==> config.mk <==
export PLATFORM = sky130hd
export DESIGN_NAME = fetch_unit_flat
export DESIGN_NICKNAME = d
export VERILOG_FILES = /design/src/rtl/cpu_pkg.sv /design/src/rtl/fetch_unit_if.sv /design/src/rtl/fetch_unit_pc_sel.sv /design/src/rtl/fetch_unit.sv /design/src/flat_wrapper.sv
export SDC_FILE = /design/constraint.sdc
export NUM_CORES = 1
export LEC_CHECK = 0
export ABC_AREA = 0
export ABC_CLOCK_PERIOD_IN_PS = 3620
export BUFFER_PORTS_ARGS = -buffer_cell sky130_fd_sc_hd__buf_2
export CAP_MARGIN = 20
export CORE_ASPECT_RATIO = 1.75
export CORE_MARGIN = 3
export CORE_UTILIZATION = 42
export DETAILED_ROUTE_END_ITERATION = 8
export GPL_TIMING_DRIVEN = 0
export HOLD_SLACK_MARGIN = 0.06
export PLACE_DENSITY = 0.81
export SLEW_MARGIN = 25
export SYNTH_ARGS = -nofsm -noshare
export SYNTH_HDL_FRONTEND = slang
export SYNTH_SLANG_ARGS = --single-unit
==> constraint.sdc <==
create_clock -name clk -period 3.62 [get_ports clk]
set_clock_uncertainty 0.2 [all_clocks]
set_input_delay 1.086 -clock clk [delete_from_list [all_inputs] [get_ports clk]]
set_output_delay 1.086 -clock clk [all_outputs]
set_load 0.01 [all_outputs]
==> src/rtl/cpu_pkg.sv <==
// -----------------------------------------------------------------------------
// cpu_pkg
//   Definitions shared by the CPU front end: instruction field positions,
//   opcode constants, next-PC select encodings, the fetch FSM state encoding
//   and the default reset PC.
// -----------------------------------------------------------------------------
package cpu_pkg;

    // Instruction word field positions (16-bit instruction format).
    localparam int OP_MSB     = 15;
    localparam int OP_LSB     = 12;
    localparam int MEMOP_MSB  = 11;
    localparam int MEMOP_LSB  = 10;

    // Major opcodes (instr[15:12]).
    localparam logic [3:0] OP_ALU    = 4'h0;
    localparam logic [3:0] OP_ALUI   = 4'h1;
    localparam logic [3:0] OP_MEM    = 4'h2;
    localparam logic [3:0] OP_BRANCH = 4'h3;
    localparam logic [3:0] OP_JAL    = 4'h4;
    localparam logic [3:0] OP_JALR   = 4'h5;
    localparam logic [3:0] OP_HALT   = 4'hF;

    // Memory sub-opcodes (instr[11:10]).
    localparam logic [1:0] MEM_NONE  = 2'b00;
    localparam logic [1:0] MEM_LOAD  = 2'b01;
    localparam logic [1:0] MEM_STORE = 2'b10;

    // Next-PC select driven by the control decoder.
    typedef enum logic [1:0] {
        PC_HALT = 2'b00,  // stop fetching
        PC_SEQ  = 2'b01,  // pc+1, or branch target when a taken branch
        PC_REG  = 2'b10,  // register-indirect target (jalr)
        PC_JMP  = 2'b11   // absolute jump target (jal)
    } pc_ctr_e;

    // Fetch FSM states.
    typedef enum logic [1:0] {
        ST_FETCH = 2'b00,
        ST_EXEC  = 2'b01,
        ST_HALT  = 2'b10
    } fetch_state_e;

    localparam logic [15:0] RESET_PC_DEFAULT = 16'h0000;

    // Extract the major opcode from an instruction word.
    function automatic logic [3:0] get_opcode(input logic [15:0] word);
        return word[OP_MSB:OP_LSB];
    endfunction

    // Extract the memory sub-opcode from an instruction word.
    function automatic logic [1:0] get_mem_opcode(input logic [15:0] word);
        return word[MEMOP_MSB:MEMOP_LSB];
    endfunction

endpackage

==> src/rtl/fetch_unit_if.sv <==
// -----------------------------------------------------------------------------
// fetch_unit_if
//   Instruction memory read port between the fetch unit (master) and the
//   instruction memory (slave).
//
//   Handshake: the master raises req with a stable addr and keeps both
//   unchanged until it samples ack high on a rising clock edge; the slave
//   presents rdata in the same cycle it raises ack.  ack while req is low has
//   no meaning and is ignored by the master.
//
//   Signals:
//     req    master->slave  read request
//     addr   master->slave  word address
//     ack    slave->master  rdata valid this cycle
//     rdata  slave->master  instruction word
// -----------------------------------------------------------------------------
interface fetch_unit_if #(
    parameter int ADDR_W  = 16,
    parameter int INSTR_W = 16
);
    logic               req;
    logic [ADDR_W-1:0]  addr;
    logic               ack;
    logic [INSTR_W-1:0] rdata;

    modport master (
        output req,
        output addr,
        input  ack,
        input  rdata
    );

    modport slave (
        input  req,
        input  addr,
        output ack,
        output rdata
    );
endinterface

==> src/rtl/fetch_unit_pc_sel.sv <==
// -----------------------------------------------------------------------------
// pc_sel
//   Combinational next-PC selection for the fetch unit.
//
//   Ports:
//     pc          current PC
//     pc_ctr      next-PC select (see cpu_pkg::pc_ctr_e)
//     brch_ctr    current instruction is a conditional branch
//     brch_taken  branch condition true
//     br_target   branch destination
//     jmp_target  absolute jump destination
//     reg_target  register-indirect destination
//     next_pc     selected next PC (equals pc when halting)
//     pc_plus1    pc+1, wrapping at 2^ADDR_W
// -----------------------------------------------------------------------------
module pc_sel
    import cpu_pkg::*;
#(
    parameter int ADDR_W = 16
) (
    input  logic [ADDR_W-1:0] pc,
    input  logic [1:0]        pc_ctr,
    input  logic              brch_ctr,
    input  logic              brch_taken,
    input  logic [ADDR_W-1:0] br_target,
    input  logic [ADDR_W-1:0] jmp_target,
    input  logic [ADDR_W-1:0] reg_target,
    output logic [ADDR_W-1:0] next_pc,
    output logic [ADDR_W-1:0] pc_plus1
);

    // Truncation to ADDR_W gives the modulo-2^ADDR_W wrap for free.
    assign pc_plus1 = pc + 1'b1;

    always_comb begin
        next_pc = pc;
        case (pc_ctr_e'(pc_ctr))
            // brch_taken only matters for a conditional branch on the
            // sequential path; everywhere else it is a don't-care.
            PC_SEQ:  next_pc = (brch_ctr && brch_taken) ? br_target : pc_plus1;
            PC_REG:  next_pc = reg_target;
            PC_JMP:  next_pc = jmp_target;
            default: next_pc = pc;
        endcase
    end

endmodule

==> src/rtl/fetch_unit.sv <==
// -----------------------------------------------------------------------------
// fetch_unit
//   Instruction fetch stage of a simple multi-cycle CPU.  Each instruction
//   takes one FETCH phase (read from instruction memory, at least one cycle)
//   followed by one EXEC phase (instruction presented to decode, at least one
//   cycle, extended by stall).  At the end of EXEC the next PC is chosen by
//   pc_sel.  A halt request or an instruction memory timeout parks the unit
//   in HALT until reset.
//
//   Ports:
//     clk, rst_n      clock, asynchronous active-low reset
//     imem            instruction memory read port (master side)
//     pc_ctr          next-PC select: 00 halt, 01 seq/branch, 10 reg, 11 jump
//     brch_ctr        current instruction is a conditional branch
//     brch_taken      branch condition true
//     br_target       branch destination
//     jmp_target      jump destination
//     reg_target      register-indirect destination
//     stall           downstream cannot accept a PC advance
//     instr_valid     instr/op_code/mem_opcode valid for decode
//     instr           instruction register
//     op_code         instr[15:12]
//     mem_opcode      instr[11:10]
//     pc              address of the instruction held in instr
//     pc_plus1        pc+1, link value for jal/jalr
//     halted          fetch stopped (halt request or timeout)
//     fetch_err       sticky instruction memory timeout flag
//     state_dbg       current FSM state, for observation
// -----------------------------------------------------------------------------
module fetch_unit
    import cpu_pkg::*;
#(
    parameter int                ADDR_W   = 16,
    parameter int                INSTR_W  = 16,
    parameter logic [ADDR_W-1:0] RESET_PC = ADDR_W'(RESET_PC_DEFAULT),
    parameter int                TIMEOUT  = 255
) (
    input  logic               clk,
    input  logic               rst_n,

    fetch_unit_if.master       imem,

    input  logic [1:0]         pc_ctr,
    input  logic               brch_ctr,
    input  logic               brch_taken,
    input  logic [ADDR_W-1:0]  br_target,
    input  logic [ADDR_W-1:0]  jmp_target,
    input  logic [ADDR_W-1:0]  reg_target,
    input  logic               stall,

    output logic               instr_valid,
    output logic [INSTR_W-1:0] instr,
    output logic [3:0]         op_code,
    output logic [1:0]         mem_opcode,
    output logic [ADDR_W-1:0]  pc,
    output logic [ADDR_W-1:0]  pc_plus1,
    output logic               halted,
    output logic               fetch_err,
    output fetch_state_e       state_dbg
);

    // Wide enough to hold TIMEOUT itself.
    localparam int CNT_W = $clog2(TIMEOUT + 1);

    fetch_state_e       state_q, state_d;
    logic [ADDR_W-1:0]  pc_q, pc_d;
    logic [INSTR_W-1:0] instr_q, instr_d;
    logic [CNT_W-1:0]   wait_q, wait_d;
    logic               err_q, err_d;

    logic [ADDR_W-1:0]  next_pc;
    logic [ADDR_W-1:0]  pc_inc;

    pc_sel #(
        .ADDR_W (ADDR_W)
    ) u_pc_sel (
        .pc         (pc_q),
        .pc_ctr     (pc_ctr),
        .brch_ctr   (brch_ctr),
        .brch_taken (brch_taken),
        .br_target  (br_target),
        .jmp_target (jmp_target),
        .reg_target (reg_target),
        .next_pc    (next_pc),
        .pc_plus1   (pc_inc)
    );

    // -------------------------------------------------------------------------
    // State register
    // -------------------------------------------------------------------------
    always_ff @(posedge clk or negedge rst_n) begin
        if (!rst_n) begin
            state_q <= ST_FETCH;
            pc_q    <= RESET_PC;
            instr_q <= '0;
            wait_q  <= '0;
            err_q   <= 1'b0;
        end else begin
            state_q <= state_d;
            pc_q    <= pc_d;
            instr_q <= instr_d;
            wait_q  <= wait_d;
            err_q   <= err_d;
        end
    end

    // -------------------------------------------------------------------------
    // Next-state logic
    // -------------------------------------------------------------------------
    always_comb begin
        state_d = state_q;
        pc_d    = pc_q;
        instr_d = instr_q;
        wait_d  = wait_q;
        err_d   = err_q;

        case (state_q)
            ST_FETCH: begin
                if (imem.ack) begin
                    instr_d = imem.rdata;
                    wait_d  = '0;
                    state_d = ST_EXEC;
                end else if (wait_q == CNT_W'(TIMEOUT - 1)) begin
                    // This is the TIMEOUT-th cycle without an ack.
                    wait_d  = CNT_W'(TIMEOUT);
                    err_d   = 1'b1;
                    state_d = ST_HALT;
                end else begin
                    wait_d  = wait_q + 1'b1;
                end
            end

            ST_EXEC: begin
                if (!stall) begin
                    if (pc_ctr_e'(pc_ctr) == PC_HALT) begin
                        state_d = ST_HALT;
                    end else begin
                        pc_d    = next_pc;
                        state_d = ST_FETCH;
                    end
                end
            end

            ST_HALT: begin
                state_d = ST_HALT;
            end

            default: begin
                state_d = ST_HALT;
            end
        endcase
    end

    // -------------------------------------------------------------------------
    // Outputs
    // -------------------------------------------------------------------------
    // The reset state is FETCH, so the request is gated with rst_n to keep it
    // low for the whole time reset is asserted, independent of the clock.
    assign imem.req    = rst_n && (state_q == ST_FETCH);
    assign imem.addr   = pc_q;

    assign instr_valid = (state_q == ST_EXEC);
    assign halted      = (state_q == ST_HALT);
    assign fetch_err   = err_q;
    assign instr       = instr_q;
    assign op_code     = instr_q[OP_MSB:OP_LSB];
    assign mem_opcode  = instr_q[MEMOP_MSB:MEMOP_LSB];
    assign pc          = pc_q;
    assign pc_plus1    = pc_inc;
    assign state_dbg   = state_q;

endmodule
==> src/flat_wrapper.sv <==
// flat-port wrapper written by rule: the top's interface ports become plain ports
module fetch_unit_flat import cpu_pkg::*;
#(
    parameter int                ADDR_W   = 16,
    parameter int                INSTR_W  = 16,
    parameter logic [ADDR_W-1:0] RESET_PC = ADDR_W'(RESET_PC_DEFAULT),
    parameter int                TIMEOUT  = 255
)
  (clk, rst_n, pc_ctr, brch_ctr, brch_taken, br_target, jmp_target, reg_target, stall, instr_valid, instr, op_code, mem_opcode, pc, pc_plus1, halted, fetch_err, state_dbg, imem_req, imem_addr, imem_ack, imem_rdata);
  fetch_unit_if #(.ADDR_W(ADDR_W), .INSTR_W(INSTR_W)) imem_i ();
  input  logic clk;
  input  logic rst_n;
  input  logic [1:0] pc_ctr;
  input  logic brch_ctr;
  input  logic brch_taken;
  input  logic [ADDR_W-1:0] br_target;
  input  logic [ADDR_W-1:0] jmp_target;
  input  logic [ADDR_W-1:0] reg_target;
  input  logic stall;
  output logic instr_valid;
  output logic [INSTR_W-1:0] instr;
  output logic [3:0] op_code;
  output logic [1:0] mem_opcode;
  output logic [ADDR_W-1:0] pc;
  output logic [ADDR_W-1:0] pc_plus1;
  output logic halted;
  output logic fetch_err;
  output fetch_state_e state_dbg;
  output wire logic [$bits(imem_i.req)-1:0] imem_req;
  output wire logic [$bits(imem_i.addr)-1:0] imem_addr;
  input wire logic [$bits(imem_i.ack)-1:0] imem_ack;
  input wire logic [$bits(imem_i.rdata)-1:0] imem_rdata;
  assign imem_req = imem_i.req;
  assign imem_addr = imem_i.addr;
  assign imem_i.ack = imem_ack;
  assign imem_i.rdata = imem_rdata;
  fetch_unit #(.ADDR_W(ADDR_W), .INSTR_W(INSTR_W), .RESET_PC(RESET_PC), .TIMEOUT(TIMEOUT)) u_core (.clk(clk), .rst_n(rst_n), .imem(imem_i), .pc_ctr(pc_ctr), .brch_ctr(brch_ctr), .brch_taken(brch_taken), .br_target(br_target), .jmp_target(jmp_target), .reg_target(reg_target), .stall(stall), .instr_valid(instr_valid), .instr(instr), .op_code(op_code), .mem_opcode(mem_opcode), .pc(pc), .pc_plus1(pc_plus1), .halted(halted), .fetch_err(fetch_err), .state_dbg(state_dbg));
endmodule
Word level (Yosys, flattened, before mapping)
Index checks and enable logic that the tools add are counted.
{"block": "word_totals", "ff_bits": 43, "out_inout_bits": 76, "word_cells": 36}
{"block": "op_classes", "n_addsub": 2, "n_eq_ne": 8, "mux": 9, "bitwise_logic": 3, "n_reduce_logical": 9}
{"op": "case mux 16 bit (3 select lines)", "count": 1}
{"op": "adder 16 x 1 -> 16 bit, second input constant", "count": 1}
{"op": "2-to-1 mux 16 bit", "count": 1}
{"op": "2-to-1 mux 8 bit", "count": 2}
{"op": "adder 8 x 1 -> 8 bit, second input constant", "count": 1}
{"op": "equality test 8 bit, second input constant", "count": 1}
{"op": "2-to-1 mux 2 bit", "count": 4}
{"op": "equality test 2 bit, second input constant", "count": 3}
{"op": "equality test 2 x 1 -> 1 bit, second input constant", "count": 2}
{"op": "zero test 2 bit", "count": 2}
{"op": "case mux 2 bit (2 select lines)", "count": 1}
{"op": "AND reduction 2 bit", "count": 2}
{"op": "AND reduction 4 bit", "count": 1}
{"op": "!= test 3 x 2 -> 1 bit, second input constant", "count": 1}
{"op": "NOT 1 bit", "count": 3}
{"op": "AND reduction 3 bit", "count": 1}
{"op": "nonzero test 3 bit", "count": 1}
{"op": "logical AND 1 bit", "count": 2}
{"op": "!= test 2 bit, second input constant", "count": 1}

Depth between registers and ports, before layout
Gate-level depths: netlist (run 1).
{"block": "depth", "word_depth": 4, "mapped_depth": 7, "mapped_depth_nobuf": 6}

Modules after synthesis
Synthesis (run 1) repeated with hierarchy kept, for this count alone.
{"block": "unflattened", "cells_unflattened": 285, "hier_area_um2": 3014.1}
{"module": "fetch_unit", "n_inst": 1, "cells_per_inst": 151, "area_each_um2": 1974.4}
{"module": "pc_sel", "n_inst": 1, "cells_per_inst": 134, "area_each_um2": 1039.7}

Least setup slack after synthesis (run 1)
Ideal clock, no wire load.
{"block": "synth_path", "path_kind": "register to output", "start": "register u_core.pc_q[0] (netlist: u_core.imem.addr[0])", "end": "output port pc_plus1[14]", "arrival_time_ps": 1670, "t_required_ps": 2334, "path_slack_ps": 664, "stages_incl_launch_ff": 5, "cell_sequence": "dfrtp_1 -> ha_1 -> nand3_1 -> or4_4 -> xnor2_1"}
{"block": "synth_via", "elab_chain_len": 1}
{"item": "start: declaration", "line": "fetch_unit.sv:66", "source": "logic [ADDR_W-1:0] pc_q, pc_d;"}
{"item": "start signal: assignment", "line": "fetch_unit.sv:100", "source": "pc_q <= pc_d;"}
{"item": "adder 16 x 1 -> 16 bit", "line": "fetch_unit_pc_sel.sv:33", "source": "assign pc_plus1 = pc + 1'b1;"}
{"item": "end: declaration", "line": "flat_wrapper.sv:25", "source": "output logic [ADDR_W-1:0] pc_plus1;"}
No other way between the ends.

Worst setup path after layout (run 1)
Ends and elaborated chain as after synthesis.

==> results of run 1 <==
-- area by class of cell --
type	instances	area (sq um)
tap	82	103
clock inverter	3	43.8
buffer	42	256
timing repair buffer	143	718
sequential	43	1080
multi-input combinational	221	1550
fill	582	2730
inverter	8	30.0
clock buffer	5	125
-- power groups by stage --
stage	sequential (mW)	combinational, mW	clock (mW)
final	0.940	1.30	0.514
after global routing	0.975	1.42	0.542
after CTS	0.934	1.31	0.529
after detailed placement	0.942	1.30	0
after global placement	0.925	1.27	0
after floorplan	0.968	0.723	0
-- critical path: stages, from the launching register on --
cell and delay, ns:
sky130_fd_sc_hd__dfrtp_1 0.55, sky130_fd_sc_hd__ha_2 0.32, sky130_fd_sc_hd__nand3_1 0.20, sky130_fd_sc_hd__or4_4 0.59, sky130_fd_sc_hd__xnor2_1 0.15, sky130_fd_sc_hd__buf_2 0.15
-- registers in the layout (all words and copies together), names as in the netlist --
signal / flops
u_core.fetch_err: 1
u_core.imem.addr: 16
u_core.instr: 16
u_core.state_dbg: 2
u_core.wait_q: 8
-- logic make-up after synthesis --
kind of cell	synth area share (%)
AOI/OAI and AO/OA	14.2
xor gates and xnor gates	4.22
adders and majority gates	1.29
buffers and inverters	9.85
DFF	37.0
muxes	14.4
and+or+nand+nor	19.0
-- repair_timing --
action / 4_1_cts / 5_1_grt
resized for setup: 0 / 2
setup buffers: 0 / 0
setup endpoints to repair: 0 / 2
-- per-layer routing --
layer  up-vias  track usage, %
li1       1406               -
met5         -               0
met3        32            3.69
met4         0            12.1
met1      1408            20.8
met2       189            40.2
-- worst min-delay path by stage --
stage	startpoint	end	slack, ns
after floorplan	u_core.wait_q[7]$_DFFE_PN0N_	u_core.wait_q[7]$_DFFE_PN0N_	0.29
after global placement	u_core.fetch_err$_DFFE_PN0P_	u_core.fetch_err$_DFFE_PN0P_	0.25
after detailed placement	u_core.fetch_err$_DFFE_PN0P_	u_core.fetch_err$_DFFE_PN0P_	0.26
after CTS	u_core.fetch_err$_DFFE_PN0P_	u_core.fetch_err$_DFFE_PN0P_	0.28
after global routing	u_core.fetch_err$_DFFE_PN0P_	u_core.fetch_err$_DFFE_PN0P_	0.28
final	u_core.fetch_err$_DFFE_PN0P_	u_core.fetch_err$_DFFE_PN0P_	0.27
-- stage by stage --
stage                     util, %  hold WS [ns]  instances  area, sq um  power [mW]
after floorplan                 -         0.294        314         2910        1.69
after global placement       56.1         0.248        539         3730        2.20
after detailed placement     56.1         0.258        539         3730        2.25
after CTS                    58.7         0.277        547         3890        2.77
after global routing         58.9         0.281        547         3910        2.94
final                        58.9         0.268        547         3910        2.75
-- cells in the mapped netlist (8+ instances only) --
master	instances	area, sq um
sky130_fd_sc_hd__dfrtp_1	43	1080
sky130_fd_sc_hd__nor2_1	29	109
sky130_fd_sc_hd__mux2_2	23	259
sky130_fd_sc_hd__buf_4	22	165
sky130_fd_sc_hd__nand2_1	21	78.8
sky130_fd_sc_hd__nand3_1	20	100
sky130_fd_sc_hd__mux2i_1	16	160
sky130_fd_sc_hd__a21oi_1	11	55.1
sky130_fd_sc_hd__clkbuf_1	11	41.3
sky130_fd_sc_hd__o21ai_0	9	45.0
sky130_fd_sc_hd__inv_1	8	30.0
sky130_fd_sc_hd__xnor2_1	8	70.1
-- cell usage in the layout, fill, tap and decap left out, types with 3 or more instances in the layout --
cell type                   Yosys  final
sky130_fd_sc_hd__mux2i_1       16     16
sky130_fd_sc_hd__o221ai_1       3      3
sky130_fd_sc_hd__clkbuf_16      0      5
sky130_fd_sc_hd__clkbuf_1      11     11
sky130_fd_sc_hd__nand2_1       21     21
sky130_fd_sc_hd__inv_1          8      8
sky130_fd_sc_hd__nor4b_1        3      3
sky130_fd_sc_hd__mux2_2        23     23
sky130_fd_sc_hd__xor2_1         6      6
sky130_fd_sc_hd__o311ai_0       4      4
sky130_fd_sc_hd__xnor2_1        8      8
sky130_fd_sc_hd__nor4_1         4      3
sky130_fd_sc_hd__nor2_1        29     29
sky130_fd_sc_hd__buf_4         22     23
sky130_fd_sc_hd__nor3_1         5      5
sky130_fd_sc_hd__and2_1         3      3
sky130_fd_sc_hd__nand3_1       20     20
sky130_fd_sc_hd__buf_2          6    148
sky130_fd_sc_hd__o211ai_1       5      5
sky130_fd_sc_hd__nand4_1        4      4
sky130_fd_sc_hd__dfrtp_1       43     43
sky130_fd_sc_hd__o21ai_0        9      9
sky130_fd_sc_hd__o2bb2ai_1      3      3
sky130_fd_sc_hd__a21oi_1       11     11
sky130_fd_sc_hd__a21o_1         3      3
==> results by group, run 1 <==
STA
  – Fin. max-slew vios: 0
  – Final cycle utilization of the critical path: 97.1%
  – Actual transition at the worst max-transition pin: 0.587 ns
  – Slew Limit Headroom: 60.8%
  – Setup TNS: 0 ns
  – Min Clock Period, post-route: 3.52 ns
  – Crit path setup slack, layout: 0.105 ns
  – Number of setup violations in the final report: 0
  – Final hold violation count: 0
  – Maximum frequency from static timing analysis: 284 MHz
  – Setup repair after global routing missed its margin: no

Worst setup path
  – Worst R2R Path Depth: 5
  – Timing endpoint of the critical path: pc_plus1[14]
  – Reg-to-reg endpoint: u_core.imem.addr[14]$_DFFE_PN0P_
  – Origin of the worst setup path: u_core.imem.addr[0]$_DFFE_PN0P_
  – Setup slack, reg-to-reg: 1.25 ns
  – Beginning of the worst register-to-register path: u_core.imem.addr[0]$_DFFE_PN0P_
  – Critical Path Source Type: flop
  – Critical Setup Path Class: flop to primary output
  – Arrival time worst endpoint: 2.23 ns
  – Endpoint required time on the critical path: 2.33 ns
  – Worst Path Max Fanout: 10
  – Setup crit end kind: primary output

Synth
  – Yosys warning count: 0
  – Count of flip-flops with a built-in enable after synthesis: 0
  – Cell Area, Synth: 0.00291 sq mm
  – Top flip-flop cell by instance count after synthesis: sky130_fd_sc_hd__dfrtp_1
  – Async S/R FF share, synth: 100%
  – Number of cells produced by synthesis: 314
  – Synthesized area per cell: 9.26 sq um
  – Library cells used by synthesis: 56
  – Number of synthesized register bits: 43
  – Synthesized netlist net count: 389
  – Register area share after synthesis: 37.0%

Detailed routing
  – First drt pass iteration count: 7
  – Count of antenna-violating nets left after detailed routing: 0
  – Detail Route met3 WL: 745 microns
  – WL/cell: 16.1 microns
  – Highest routed metal layer: met4
  – Total length of routed wires: 8.80 mm
  – Initial DRC Count: 366
  – Wire length the detailed router placed on met1: 2.86 mm
  – Remaining DRCs: 0
  – Total vias in the final route: 3035
  – DR WL met2: 4.87 mm
  – Vias/cell: 5.55

Worst hold path
  – Number of cells on the worst hold path: 1
  – Hold/Removal Path Class: flop to flop

Placement
  – Routability congestion estimate: 0.914
  – DP Wirelength: 6.97 mm
  – Worst Setup Slack post-DPL: 0.0422 ns
  – Number of buffers added on ports: 143

Floorplanning
  – Die Outline Area: 0.00800 sq mm
  – Chip Height: 116 microns
  – Effective utilization at floorplan: 43.8%
  – Die boundary width: 68.9 microns
  – Count of boundary I/O pins: 148
  – Floorplan row count: 39
  – Placeable core region: 0.00664 sq mm

Pwr
  – Reported net switching power: 1.08 mW
  – Static power due to leakage: 1.94 nW
  – Internal power contribution: 1.67 mW
  – Power share of the sequential group: 34.2%
  – Power per cell area: 704 mW/mm^2
  – Part of the power in the clock network: 18.7%
  – Share of total power consumed by net switching: 39.3%
  – Maximum vdd ir drop: 506 uV
  – Share of total power in combinational logic: 47.2%

GRT
  – Total global routing overflow: 0
  – Antenna violations before repair: 0
  – Via count of the first global-routing pass: 2836
  – Global-route wire length before repair: 13.0 mm
  – Total routing usage reported by global routing: 21.4%
  – Pin count of the biggest net entering global routing: 45

Clocking
  – Total clock buffers created by CTS: 5
  – Maximum clock path buffer count: 2
  – Max H-tree Level: 2
  – Clock slew at the register clock pins of the worst setup and hold paths: 0.06 ns
  – Number of buffers added to fix hold violations after cts: 0
  – Clock root buffer master: sky130_fd_sc_hd__clkbuf_16
  – Count of clock tree sinks: 43
  – Clock latency reported for the late side of the worst-skew pair: 0.28 ns
  – Clock tree from TritonCTS: yes

Finish
  – Diodes inserted: 0
  – Total number of nets in the final design: 539
  – Ratio of cells with drive above 1 in the final layout: 46.2%
  – Area added between synthesis and finish: 34.3%

Outcome
  – Run status: complete, no violations

Job
  – Number of violations of the max-capacitance limit: 0
Power figures use the tool's default switching activity.
==> inputs of run 2 (changes only) <==
Settings changed: CELL_PAD_IN_SITES_DETAIL_PLACEMENT from default to 1, CELL_PAD_IN_SITES_GLOBAL_PLACEMENT from default to 1, CORE_UTILIZATION 42 to 35, PLACE_DENSITY 0.81 to 0.91.
==> results by group, run 2 (synthesis results as in run 1) <==
Clocking
  – Maximum clock path buffer count: 2
  – Clock slew at the register clock pins of the worst setup and hold paths: 0.07 ns
  – Clock latency reported for the late side of the worst-skew pair: 0.29 ns
  – Number of buffers added to fix hold violations after cts: 0
  – Clock root buffer master: sky130_fd_sc_hd__clkbuf_16
  – Count of clock tree sinks: 43
  – Clock tree from TritonCTS: yes
  – Max H-tree Level: 2
  – Total clock buffers created by CTS: 5

Outcome
  – Run status: complete, no violations

Pwr
  – Static power due to leakage: 1.92 nW
  – Power per cell area: 705 mW/mm^2
  – Share of total power consumed by net switching: 41.8%
  – Total power consumption of the routed design: 2.74 mW
  – Power share of the sequential group: 35.0%
  – Internal power contribution: 1.60 mW
  – Reported net switching power: 1.15 mW
  – Part of the power in the clock network: 16.6%
  – Share of total power in combinational logic: 48.4%
  – Maximum vdd ir drop: 605 uV

GRT
  – Via count of the first global-routing pass: 3315
  – Global-route wire length before repair: 16.3 mm
  – Antenna violations before repair: 0
  – Total global routing overflow: 0
  – Pin count of the biggest net entering global routing: 45
  – Total routing usage reported by global routing: 22.2%

STA
  – Maximum frequency from static timing analysis: 287 MHz
  – Slew Limit Headroom: 54.6%
  – Number of setup violations in the final report: 0
  – Actual transition at the worst max-transition pin: 0.675 ns
  – Final cycle utilization of the critical path: 96.3%
  – Crit path setup slack, layout: 0.133 ns
  – Min Clock Period, post-route: 3.49 ns
  – Fin. max-slew vios: 0
  – Worst hold-check slack: 0.269 ns
  – Setup repair after global routing missed its margin: no
  – Final hold violation count: 0
  – Setup TNS: 0 ns

Detailed routing
  – Initial DRC Count: 146
  – First drt pass iteration count: 4
  – Total length of routed wires: 10.5 mm
  – WL/cell: 18.9 microns
  – Remaining DRCs: 0
  – Total vias in the final route: 3082
  – Count of antenna-violating nets left after detailed routing: 0
  – Vias/cell: 5.55

Job
  – Number of violations of the max-capacitance limit: 0

Placement
  – Placed cell count: 547
  – Routability congestion estimate: 0.845
  – Number of buffers added on ports: 143
  – Worst Setup Slack post-DPL: 0.0471 ns
  – DP Area: 0.00374 sq mm
  – DP Wirelength: 8.49 mm

Finish
  – Commonest non-fill, non-tap cells in the layout: sky130_fd_sc_hd__buf_2, sky130_fd_sc_hd__dfrtp_1, sky130_fd_sc_hd__nor2_1, sky130_fd_sc_hd__mux2_2, sky130_fd_sc_hd__buf_4
  – Diodes inserted: 0
  – Total number of nets in the final design: 539
  – Layout Cells excl Fill: 555
  – Ratio of cells with drive above 1 in the final layout: 46.2%
  – Area added between synthesis and finish: 33.8%
  – Final instance area: 0.00389 sq mm
  – Most common library cell in the layout ignoring fill and taps: sky130_fd_sc_hd__buf_2
  – Share of the core filled with cells in the final layout: 48.5%

Worst setup path
  – Setup crit end kind: primary output
  – Worst Path Max Fanout: 7
  – Endpoint required time on the critical path: 2.33 ns
  – Arrival time worst endpoint: 2.20 ns
  – Critical Path Source Type: flop
  – Origin of the worst setup path: u_core.imem.addr[1]$_DFFE_PN0P_
  – Beginning of the worst register-to-register path: u_core.imem.addr[1]$_DFFE_PN0P_
  – Critical Setup Path Class: flop to primary output

Worst hold path
  – Hold/Removal Path Class: flop to flop
  – Startpoint of the worst hold path: u_core.fetch_err$_DFFE_PN0P_

Floorplanning
  – Placeable core region: 0.00802 sq mm
  – Chip Height: 127 microns
  – Count of boundary I/O pins: 148
  – Floorplan row count: 43
  – Die Outline Area: 0.00948 sq mm
  – Die boundary width: 74.9 microns
  – Effective utilization at floorplan: 36.3%
-- run 2: changes by cell type in the layout (fill, tap and decap cells not counted) --
cell / before / now
sky130_fd_sc_hd__dfrtp_2: 0 / 1
sky130_fd_sc_hd__ha_2: 1 / 0
sky130_fd_sc_hd__ha_1: 2 / 3
sky130_fd_sc_hd__clkinv_4: 1 / 0
sky130_fd_sc_hd__clkinvlp_4: 0 / 2
sky130_fd_sc_hd__bufinv_16: 1 / 0
sky130_fd_sc_hd__dfrtp_1: 43 / 42
-- run 2: power groups by stage --
stage | clock (mW) | combinational [mW] | sequential [mW]
3_5_place_dp | 0 | 1.34 | 0.963
5_1_grt | 0.476 | 1.45 | 0.991
6_report | 0.456 | 1.33 | 0.960
2_1_floorplan | 0 | 0.723 | 0.968
4_1_cts | 0.460 | 1.35 | 0.955
3_3_place_gp | 0 | 1.29 | 0.936
-- run 2: area by class of cell --
class / count / area, sq um
Timing Repair Buffer: 143 / 718
Clock buffer: 5 / 125
Sequential cell: 43 / 1080
Clock inverter: 3 / 20.0
Fill cell: 997 / 4130
Inverter: 8 / 30.0
Tap cell: 90 / 113
Multi-Input combinational cell: 221 / 1550
Buffer: 42 / 256
-- run 2: path summary, 6_finish.rpt --
kind,end,slack [ns],depth (start not counted)
hold / removal,u_core.fetch_err$_DFFE_PN0P_,0.27,1
setup / recovery,pc_plus1[14],0.13,5
hold reg to reg,u_core.fetch_err$_DFFE_PN0P_,0.27,1
setup reg to reg,u_core.imem.addr[14]$_DFFE_PN0P_,1.29,5
min in group asynchronous,u_core.instr[0]$_DFFE_PN0P_,0.60,1
max in group asynchronous,u_core.imem.addr[0]$_DFFE_PN0P_,2.20,1
-- run 2: repair_timing --
item                       4_1_cts  5_1_grt
setup endpoints to repair        1        2
setup buffers                    0        0
resized for setup                1        1
pin swaps                        0        0
-- run 2: metal layers --
layer  up-vias  global-route usage, %  share of wire (%)
met2       153                   41.5                 56
met5         -                      0                  0
li1       1407                      -                  -
met4         0                   8.81                3.5
met3        30                   5.71                8.1
met1      1492                   22.2                 32
-- run 2: worst max-delay path: stages (launching register included) --
cell and delay [ns]:
sky130_fd_sc_hd__dfrtp_1 0.49, sky130_fd_sc_hd__ha_1 0.36, sky130_fd_sc_hd__nand3_1 0.19, sky130_fd_sc_hd__or4_4 0.57, sky130_fd_sc_hd__xnor2_1 0.14, sky130_fd_sc_hd__buf_2 0.15
